<file path="config.mk">
export PLATFORM = sky130hd
export DESIGN_NAME = sprite_palette_bank
export DESIGN_NICKNAME = d
export VERILOG_FILES = /design/src/rtl/sprite_palette_pkg.sv /design/src/rtl/palette_bank_ctrl.sv /design/src/rtl/sprite_palette_bank.sv
export SDC_FILE = /design/constraint.sdc
export NUM_CORES = 1
export LEC_CHECK = 0
export ABC_CLOCK_PERIOD_IN_PS = 5550
export BUFFER_PORTS_ARGS = -buffer_cell sky130_fd_sc_hd__clkbuf_2
export CORE_MARGIN = 5
export CORE_UTILIZATION = 59
export DETAILED_ROUTE_END_ITERATION = 6
export PLACE_DENSITY = 0.75
export SLEW_MARGIN = 15
export SYNTH_ARGS = -nofsm -noshare
export SYNTH_HDL_FRONTEND = slang
export SYNTH_SLANG_ARGS = --single-unit
</file>
<file path="constraint.sdc">
create_clock -name Clk -period 5.55 [get_ports Clk]
set_clock_uncertainty 0.15 [all_clocks]
set_input_delay 1.11 -clock Clk [delete_from_list [all_inputs] [get_ports Clk]]
set_output_delay 1.11 -clock Clk [all_outputs]
set_load 0.01 [all_outputs]
</file>
<file path="src/rtl/sprite_palette_pkg.sv">
// -----------------------------------------------------------------------------
// sprite_palette_pkg
// Shared types and constants for the sprite palette bank.
//   rgb_t             : packed {red, green, blue} entry, 4 bits per channel,
//                       MSB-first (red in [11:8]).
//   bank_state_e      : pending-request state of the bank controller.
//   DEFAULT_PALETTE   : 16-entry sprite palette loaded into every bank on reset.
//   default_entry()   : reset value for any index; indices past 15 give 0.
// -----------------------------------------------------------------------------
package sprite_palette_pkg;

  typedef struct packed {
    logic [3:0] red;
    logic [3:0] green;
    logic [3:0] blue;
  } rgb_t;

  typedef enum logic {
    BANK_IDLE    = 1'b0,
    BANK_PENDING = 1'b1
  } bank_state_e;

  localparam int unsigned DEFAULT_DEPTH = 16;

  // Index 0 is the magenta colour-key, then sprite greens, pinks and greys.
  localparam rgb_t DEFAULT_PALETTE [DEFAULT_DEPTH] = '{
    rgb_t'(12'hF0F), rgb_t'(12'h2C7), rgb_t'(12'hF8A), rgb_t'(12'h1A4),
    rgb_t'(12'h5E8), rgb_t'(12'h8AA), rgb_t'(12'hF6C), rgb_t'(12'hFCD),
    rgb_t'(12'h111), rgb_t'(12'h333), rgb_t'(12'h555), rgb_t'(12'h777),
    rgb_t'(12'h999), rgb_t'(12'hBBB), rgb_t'(12'hDDD), rgb_t'(12'hFFF)
  };

  function automatic rgb_t default_entry(input int unsigned idx);
    rgb_t entry;
    entry = '0;
    if (idx < DEFAULT_DEPTH) entry = DEFAULT_PALETTE[idx[3:0]];
    return entry;
  endfunction

endpackage

</file>
<file path="src/rtl/palette_bank_ctrl.sv">
// -----------------------------------------------------------------------------
// palette_bank_ctrl
// Holds the active palette bank and a single pending bank request. Requests
// are deferred until frame_start so a bank swap only happens in blanking.
//   clk_i, rst_ni       : clock, synchronous active-low reset
//   frame_start_i       : one-cycle pulse at start of vertical blanking
//   bank_req_valid_i    : request strobe
//   bank_req_i          : requested bank; values >= NUM_BANKS are dropped
//   active_bank_o       : bank currently used for lookups
// -----------------------------------------------------------------------------
module palette_bank_ctrl
  import sprite_palette_pkg::*;
#(
  parameter int NUM_BANKS = 4,
  parameter int BANK_W    = $clog2(NUM_BANKS)
) (
  input  logic              clk_i,
  input  logic              rst_ni,
  input  logic              frame_start_i,
  input  logic              bank_req_valid_i,
  input  logic [BANK_W-1:0] bank_req_i,
  output logic [BANK_W-1:0] active_bank_o
);

  bank_state_e       state_q, state_d;
  logic [BANK_W-1:0] pending_q, pending_d;
  logic [BANK_W-1:0] active_q, active_d;
  logic              req_ok;

  // Out-of-range requests behave as if no request was made at all.
  assign req_ok = bank_req_valid_i && (int'(bank_req_i) < NUM_BANKS);

  // A request arriving together with frame_start bypasses the pending
  // register and takes effect at once, leaving nothing pending.
  always_comb begin
    state_d   = state_q;
    pending_d = pending_q;
    active_d  = active_q;
    if (frame_start_i) begin
      if (req_ok) begin
        active_d = bank_req_i;
      end else if (state_q == BANK_PENDING) begin
        active_d = pending_q;
      end
      state_d = BANK_IDLE;
    end else if (req_ok) begin
      pending_d = bank_req_i;
      state_d   = BANK_PENDING;
    end
  end

  always_ff @(posedge clk_i) begin
    if (!rst_ni) begin
      state_q   <= BANK_IDLE;
      pending_q <= '0;
      active_q  <= '0;
    end else begin
      state_q   <= state_d;
      pending_q <= pending_d;
      active_q  <= active_d;
    end
  end

  assign active_bank_o = active_q;

endmodule

</file>
<file path="src/rtl/sprite_palette_bank.sv">
// -----------------------------------------------------------------------------
// sprite_palette_bank
// Multi-bank colour palette for sprite pixels with a fixed 2-cycle lookup.
//   Clk, Reset_n                 : clock, synchronous active-low reset
//   frame_start                  : blanking pulse; applies a pending bank swap
//   bank_req_valid, bank_req     : bank switch request
//   wr_en, wr_bank, wr_idx, wr_rgb : palette write port ({r,g,b} MSB-first)
//   pix_valid_in, pix_idx        : incoming pixel colour indices
//   pix_valid_out, red, green, blue, transp : looked-up pixel (0 when invalid)
//   active_bank                  : bank used for new lookups
// -----------------------------------------------------------------------------
module sprite_palette_bank
  import sprite_palette_pkg::*;
#(
  parameter int IDX_W      = 4,
  parameter int CH_W       = 4,
  parameter int NUM_BANKS  = 4,
  parameter int TRANSP_IDX = 0,
  localparam int BANK_W    = $clog2(NUM_BANKS)
) (
  input  logic              Clk,
  input  logic              Reset_n,
  input  logic              frame_start,
  input  logic              bank_req_valid,
  input  logic [BANK_W-1:0] bank_req,
  input  logic              wr_en,
  input  logic [BANK_W-1:0] wr_bank,
  input  logic [IDX_W-1:0]  wr_idx,
  input  logic [3*CH_W-1:0] wr_rgb,
  input  logic              pix_valid_in,
  input  logic [IDX_W-1:0]  pix_idx,
  output logic              pix_valid_out,
  output logic [CH_W-1:0]   red,
  output logic [CH_W-1:0]   green,
  output logic [CH_W-1:0]   blue,
  output logic              transp,
  output logic [BANK_W-1:0] active_bank
);

  localparam int DEPTH = 2 ** IDX_W;
  localparam int RGB_W = 3 * CH_W;

  logic [RGB_W-1:0]  pal_q [NUM_BANKS][DEPTH];
  logic [BANK_W-1:0] active_bank_w;

  logic              s1_valid_q;
  logic [IDX_W-1:0]  s1_idx_q;
  logic [BANK_W-1:0] s1_bank_q;

  logic              out_valid_q;
  logic [RGB_W-1:0]  out_rgb_q;
  logic              out_transp_q;

  palette_bank_ctrl #(
    .NUM_BANKS (NUM_BANKS),
    .BANK_W    (BANK_W)
  ) u_ctrl (
    .clk_i            (Clk),
    .rst_ni           (Reset_n),
    .frame_start_i    (frame_start),
    .bank_req_valid_i (bank_req_valid),
    .bank_req_i       (bank_req),
    .active_bank_o    (active_bank_w)
  );

  // Palette storage. The stage-2 read below samples pal_q before this edge's
  // write lands, so a same-cycle write to the entry being read yields the
  // old colour and the new one is seen from the following read.
  always_ff @(posedge Clk) begin
    if (!Reset_n) begin
      for (int b = 0; b < NUM_BANKS; b++) begin
        for (int i = 0; i < DEPTH; i++) begin
          pal_q[b][i] <= RGB_W'(default_entry(i));
        end
      end
    end else if (wr_en && (int'(wr_bank) < NUM_BANKS)) begin
      pal_q[wr_bank][wr_idx] <= wr_rgb;
    end
  end

  // Stage 1 captures the bank alongside the index so a bank swap never
  // affects a pixel that is already in flight.
  always_ff @(posedge Clk) begin
    if (!Reset_n) begin
      s1_valid_q   <= 1'b0;
      s1_idx_q     <= '0;
      s1_bank_q    <= '0;
      out_valid_q  <= 1'b0;
      out_rgb_q    <= '0;
      out_transp_q <= 1'b0;
    end else begin
      s1_valid_q  <= pix_valid_in;
      s1_idx_q    <= pix_idx;
      s1_bank_q   <= active_bank_w;
      out_valid_q <= s1_valid_q;
      if (s1_valid_q) begin
        out_rgb_q    <= pal_q[s1_bank_q][s1_idx_q];
        out_transp_q <= (s1_idx_q == IDX_W'(TRANSP_IDX));
      end else begin
        out_rgb_q    <= '0;
        out_transp_q <= 1'b0;
      end
    end
  end

  assign pix_valid_out = out_valid_q;
  assign red           = out_rgb_q[RGB_W-1 -: CH_W];
  assign green         = out_rgb_q[2*CH_W-1 -: CH_W];
  assign blue          = out_rgb_q[CH_W-1:0];
  assign transp        = out_transp_q;
  assign active_bank   = active_bank_w;

endmodule

</file>
# Word level (Yosys, flattened, before mapping)
# Memories as Yosys holds them, arrays and structs flattened. A register that Yosys moved wholly into a read port is not among the register bits.
# Index checks and enable logic that the tools add are counted.
classes:
  n_lt_le_gt_ge: 3
  muxes: 31
  n_bitwise: 4
  reduce_logical: 8
ops:
  columns: ["op", "n"]
  rows:
  - ["2-to-1 mux 192 bit", 3]
  - ["2-to-1 mux 12 bit", 19]
  - ["OR reduction 192 bit", 1]
  - ["binary-select mux 12 bit (select 4 bit)", 1]
  - ["demux 12 bit (select 4 bit)", 1]
  - [">= comparator 5 bit, second input constant", 2]
  - ["NOT 4 -> 5 bit", 2]
  - ["2-to-1 mux 2 bit", 4]
  - ["AND reduction 2 bit", 3]
  - ["less-than comparator 5 x 1 -> 1 bit, second input constant", 1]
  - ["logical NOT 4 bit", 1]
  - ["2-to-1 mux 1 bit", 3]
  - ["NOT 1 bit", 2]
  - ["nonzero test 2 bit", 1]
  - ["OR reduction 2 bit", 1]
  - ["logical AND 1 bit", 1]
word_totals:
  n_memories: 1
  reg_bits: 24
  output_inout_bits: 16
  ram_bits: 768
  input_bits: 30
mem_list:
  columns: ["name", "words", "word_bits", "rd", "rd_clocked_by_memory_dff", "wr", "line", "rtl"]
  rows:
  - ["pal_q", 4, 192, 1, 1, 4, "sprite_palette_bank.sv:43", "logic [RGB_W-1:0] pal_q [NUM_BANKS][DEPTH];"]

# Longest topological paths before layout
depth:
  depth_word: 8
  depth_mapped: 9
  mapped_depth_nobuf: 5

# Modules after synthesis
# Synthesis repeated with hierarchy kept, for this count alone.
hier_totals:
  hier_cells: 2475
  area_unflattened_um2: 36406.2
by_module_without_submodules:
  columns: ["module", "area_per_inst_um2", "n_inst", "cells_each"]
  rows:
  - ["sprite_palette_bank", 36198.5, 1, 2456]
  - ["palette_bank_ctrl", 207.7, 1, 19]

# Least setup slack after synthesis
# No wires, ideal clock.
synth_timing:
  path_kind: "input port to flip-flop"
  startpoint: "input port Reset_n"
  endpoint: "memory pal_q[1][132] (netlist bit) (enable)"
  stages: 6
  n_path_buf: 2
  t_arrival_ps: 2981
  required_time_ps: 5002
  slack_ps: 2021
  path_cell_list: "buf_2 nand2_1 nor3_1 nand2_1 clkbuf_1 o21ai_0"
synth_lines:
  columns: ["item", "line", "rtl"]
  rows:
  - ["start: declaration", "sprite_palette_bank.sv:22", "input logic Reset_n,"]
  - ["end: declaration", "sprite_palette_bank.sv:43", null]

==> results.sh <==
export IMPL_status="completed"
export IMPL_core_mm2=0.0606
export IMPL_end_kind="flip-flop"
export IMPL_cts_buffers=81
export IMPL_hold_start="u_ctrl.active_bank_o[0]$_SDFFE_PN0P_"
export IMPL_slew_headroom_pct=20.6
export IMPL_hold_ws_ns=0.328
export IMPL_clk_latency_ns=0.63
export IMPL_io_pins=46
export IMPL_antenna_left=0
export IMPL_setup_viol=0
export IMPL_r2r_start="s1_idx_q[0]$_SDFF_PN0_"
export IMPL_track_usage_pct=27.5
export IMPL_htree_levels=3
export IMPL_dieArea_mm2=0.0665
export IMPL_cp_cell_sequence="buf_2 -> nand2_1 -> nor3_1 -> nand2_1 -> o21ai_0 -> buf_4"
export IMPL_yosysWarnings=0
export IMPL_clkSinkCount=794
export IMPL_die_w_um=258
export IMPL_timing_max_cap_violations=0
export IMPL_overflow=0
export IMPL_fillers=4158
export IMPL_synth_top_area_cell="edfxtp_1"
export IMPL_die_y_um=258
export IMPL_critPathKind="in2reg"
export IMPL_drc=0
export IMPL_worstPathRequired_ns=5.73
export IMPL_ff2ff_setup_slack_ns=2.36
export IMPL_crit_slowest_cell="o21ai_0"
export IMPL_root_buffer="clkbuf_16"
export IMPL_layout_nets=2442
export IMPL_tns_ns=0
export IMPL_synthesis_area_mm2=0.0362
export IMPL_critPathMostFrequentCell="nand2_1"
export IMPL_ys_ff_latch=794
export IMPL_synth_net_count=2488
export IMPL_multi_input_area_mm2=0.0115
export IMPL_wl_per_cell_um=28.1
export IMPL_critPathLaunchType="primary input"
export IMPL_cts_hold_buf=0
export IMPL_min_path_cells=1
export IMPL_grt_pass1_vias=21500
export IMPL_hold_path_class="reg2reg"
export IMPL_num_rows=90
export IMPL_fmax_mhz=284
export IMPL_avgSynthCellArea_um2=14.7
export IMPL_dr_pass1_iters=5
export IMPL_port_buffers=45
export IMPL_yosys_top_cells_area="edfxtp_1 64%, mux4_2 10%, or3_1 7.1%"
export IMPL_netlist_instances=2458
export IMPL_synth_cell_types=42
export IMPL_critPathArrivalTime_ns=3.70
export IMPL_cts_setup_buffers=0
export IMPL_grt_max_degree=80
export IMPL_finalWirelength_mm=91.7
export IMPL_power_density_mw_per_mm2=330
export IMPL_hold_viol_final=0
export IMPL_vias=21900
export IMPL_crit_fanout=28
export IMPL_place_congestion=0.857
export IMPL_critPathTopFamily="simple AND/OR/NAND/NOR gates"
export IMPL_seq_area_mm2=0.0236
export IMPL_slew_viol_final=0
export IMPL_r2r_end="out_rgb_q[8]$_SDFF_PN0_"
export IMPL_irDropWorstVdd_mv=0.189
export IMPL_crit_buf_inv=2
export IMPL_drtIter0Drc=2946
export IMPL_p_leak_uw=0.0129
export IMPL_ys_seq_area_share_pct=65.1
export IMPL_grt_pass1_wl_mm=138
export IMPL_rsz0062_at_grt="no"
export IMPL_clockBufferDepth=3
export IMPL_viasPerCell=6.73
export IMPL_initial_core_util_pct=59.8
export IMPL_tritoncts="built"
export IMPL_tightest_slew_ns=1.19
export IMPL_yosysTopAreaCellShare_pct=63.7
export IMPL_period_share_pct=63.6
export IMPL_fin_crit_ns=3.53
export IMPL_r2r_cells=5
export IMPL_dp_final_hpwl_mm=56.6
export IMPL_worst_path_largest_cell_delay_ns=0.97
export IMPL_clk_pin_slew_ns=0.06
export IMPL_area_growth_syn_to_layout_pct=9.38
export IMPL_cts_resized=0
export IMPL_antenna_found_initial=3
export IMPL_drive_gt1_share_pct=19.9
-- sequential cells by signal, indices dropped and copies added (netlist names), named ones only --
| signal | flops |
|---|---|
| pal_q | 768 |
| out_rgb_q | 12 |
| s1_idx_q | 4 |
| u_ctrl.active_bank_o | 2 |
| u_ctrl.pending_q | 2 |
| pix_valid_out | 1 |
| s1_valid_q | 1 |
| transp | 1 |
| u_ctrl.state_q | 1 |
-- layer usage --
layer  vias up  wire length, µm  global-route usage (%)
li1       9348                -                       -
met1     11000            34900                    39.8
met2      1342            43000                    42.7
met3       228            10200                    5.19
met4         0             3600                    10.1
met5         -                0                       0
-- worst max-delay path by stage --
stage	from	slack, ns	cells past startpoint	endpoint
2_1_floorplan	Reset_n	2.02	6	pal_q[1][132]$_SDFFCE_PN0P_
3_3_place_gp	wr_en	1.66	6	pal_q[1][142]$_SDFFCE_PN1P_
3_5_place_dp	Reset_n	1.46	6	pal_q[1][139]$_SDFFCE_PN1P_
4_1_cts	Reset_n	2.09	6	pal_q[1][142]$_SDFFCE_PN1P_
5_1_grt	Reset_n	1.79	6	pal_q[1][133]$_SDFFCE_PN0P_
6_report	Reset_n	2.02	6	pal_q[1][142]$_SDFFCE_PN1P_
-- power by group --
part	internal, µW	total [µW]	switching [µW]
combinational	318	939	620
sequential	6870	6990	122
clock	2910	5150	2240
total	10100	13100	2980
-- synth_stat cells --
library cell and n:
a211oi_1 9, a21oi_1 16, a221o_1 1, a221oi_1 6, a221oi_2 2, a22oi_1 23, a32o_1 12, and2_1 243
and3_1 85, buf_1 10, buf_12 2, buf_2 18, buf_4 10, buf_6 8, clkbuf_1 234, dfxtp_1 26
edfxtp_1 768, inv_1 2, mux2_2 2, mux2i_1 62, mux4_1 7, mux4_2 165, nand2_1 56, nand2b_1 8
nand3_1 11, nand4_1 2, nor2_1 71, nor2b_1 15, nor3_1 4, nor3b_1 1, nor4_1 5, nor4b_1 1
o211a_1 2, o211ai_1 2, o21ai_0 77, o221ai_1 13, o22a_1 3, o22ai_1 17, o31ai_1 1, or2_2 48
or3_1 409, or3b_2 1
-- cells in the final DEF (no fill, tap or decap), types with 4 or more instances in the layout --
| master | netlist | layout |
|---|---|---|
| buf_12 | 2 | 6 |
| nand2b_1 | 8 | 6 |
| a221oi_1 | 6 | 6 |
| a22oi_1 | 23 | 23 |
| clkbuf_1 | 234 | 21 |
| nand3_1 | 11 | 11 |
| or2_2 | 48 | 47 |
| o22ai_1 | 17 | 17 |
| nand2_1 | 56 | 55 |
| edfxtp_1 | 768 | 768 |
| clkbuf_16 | 0 | 83 |
| clkinv_2 | 0 | 18 |
| o221ai_1 | 13 | 13 |
| mux4_1 | 7 | 7 |
| dfxtp_1 | 26 | 22 |
| o21ai_0 | 77 | 64 |
| a32o_1 | 12 | 12 |
| buf_4 | 10 | 102 |
| or3_1 | 409 | 409 |
| clkinv_1 | 0 | 13 |
| and2_1 | 243 | 243 |
| clkbuf_2 | 0 | 44 |
| mux4_2 | 165 | 165 |
| mux2i_1 | 62 | 62 |
| a211oi_1 | 9 | 9 |
| nor2b_1 | 15 | 14 |
| nor2_1 | 71 | 71 |
| a21oi_1 | 16 | 16 |
| and3_1 | 85 | 85 |
| o21ai_1 | 0 | 13 |
| nor3_1 | 4 | 4 |
-- cells by family after synthesis --
family / after synthesis / share of synthesized area [%]
and+or+nand+nor: 960 / 15.7
muxes: 236 / 12.5
AOI/OAI and AO/OA: 184 / 3.33
buffers and inverters: 284 / 3.36
DFF: 794 / 65.1
-- stage by stage --
stage	cells	setup WS [ns]	area, µm²	util, %	power, µW
floorplan	2458	2.02	36200	-	7630
global placement	3111	1.66	37200	61.3	8000
detailed placement	3111	1.46	37200	61.3	8040
CTS	3257	2.09	39600	65.4	13100
global route	3257	1.79	39600	65.4	13400
finish	3259	2.02	39600	65.4	13100
-- layout make-up --
cell class	count	area share, %
sequential	794	59.5
multi-input combinational	1380	28.9
clock buffer	106	5.51
timing repair buffer	153	2.80
tap	782	2.47
clock inverter	40	0.710
inverter	2	0.0189
antenna	2	0.0126
Note: power is estimated with default switching activity, not from simulation.
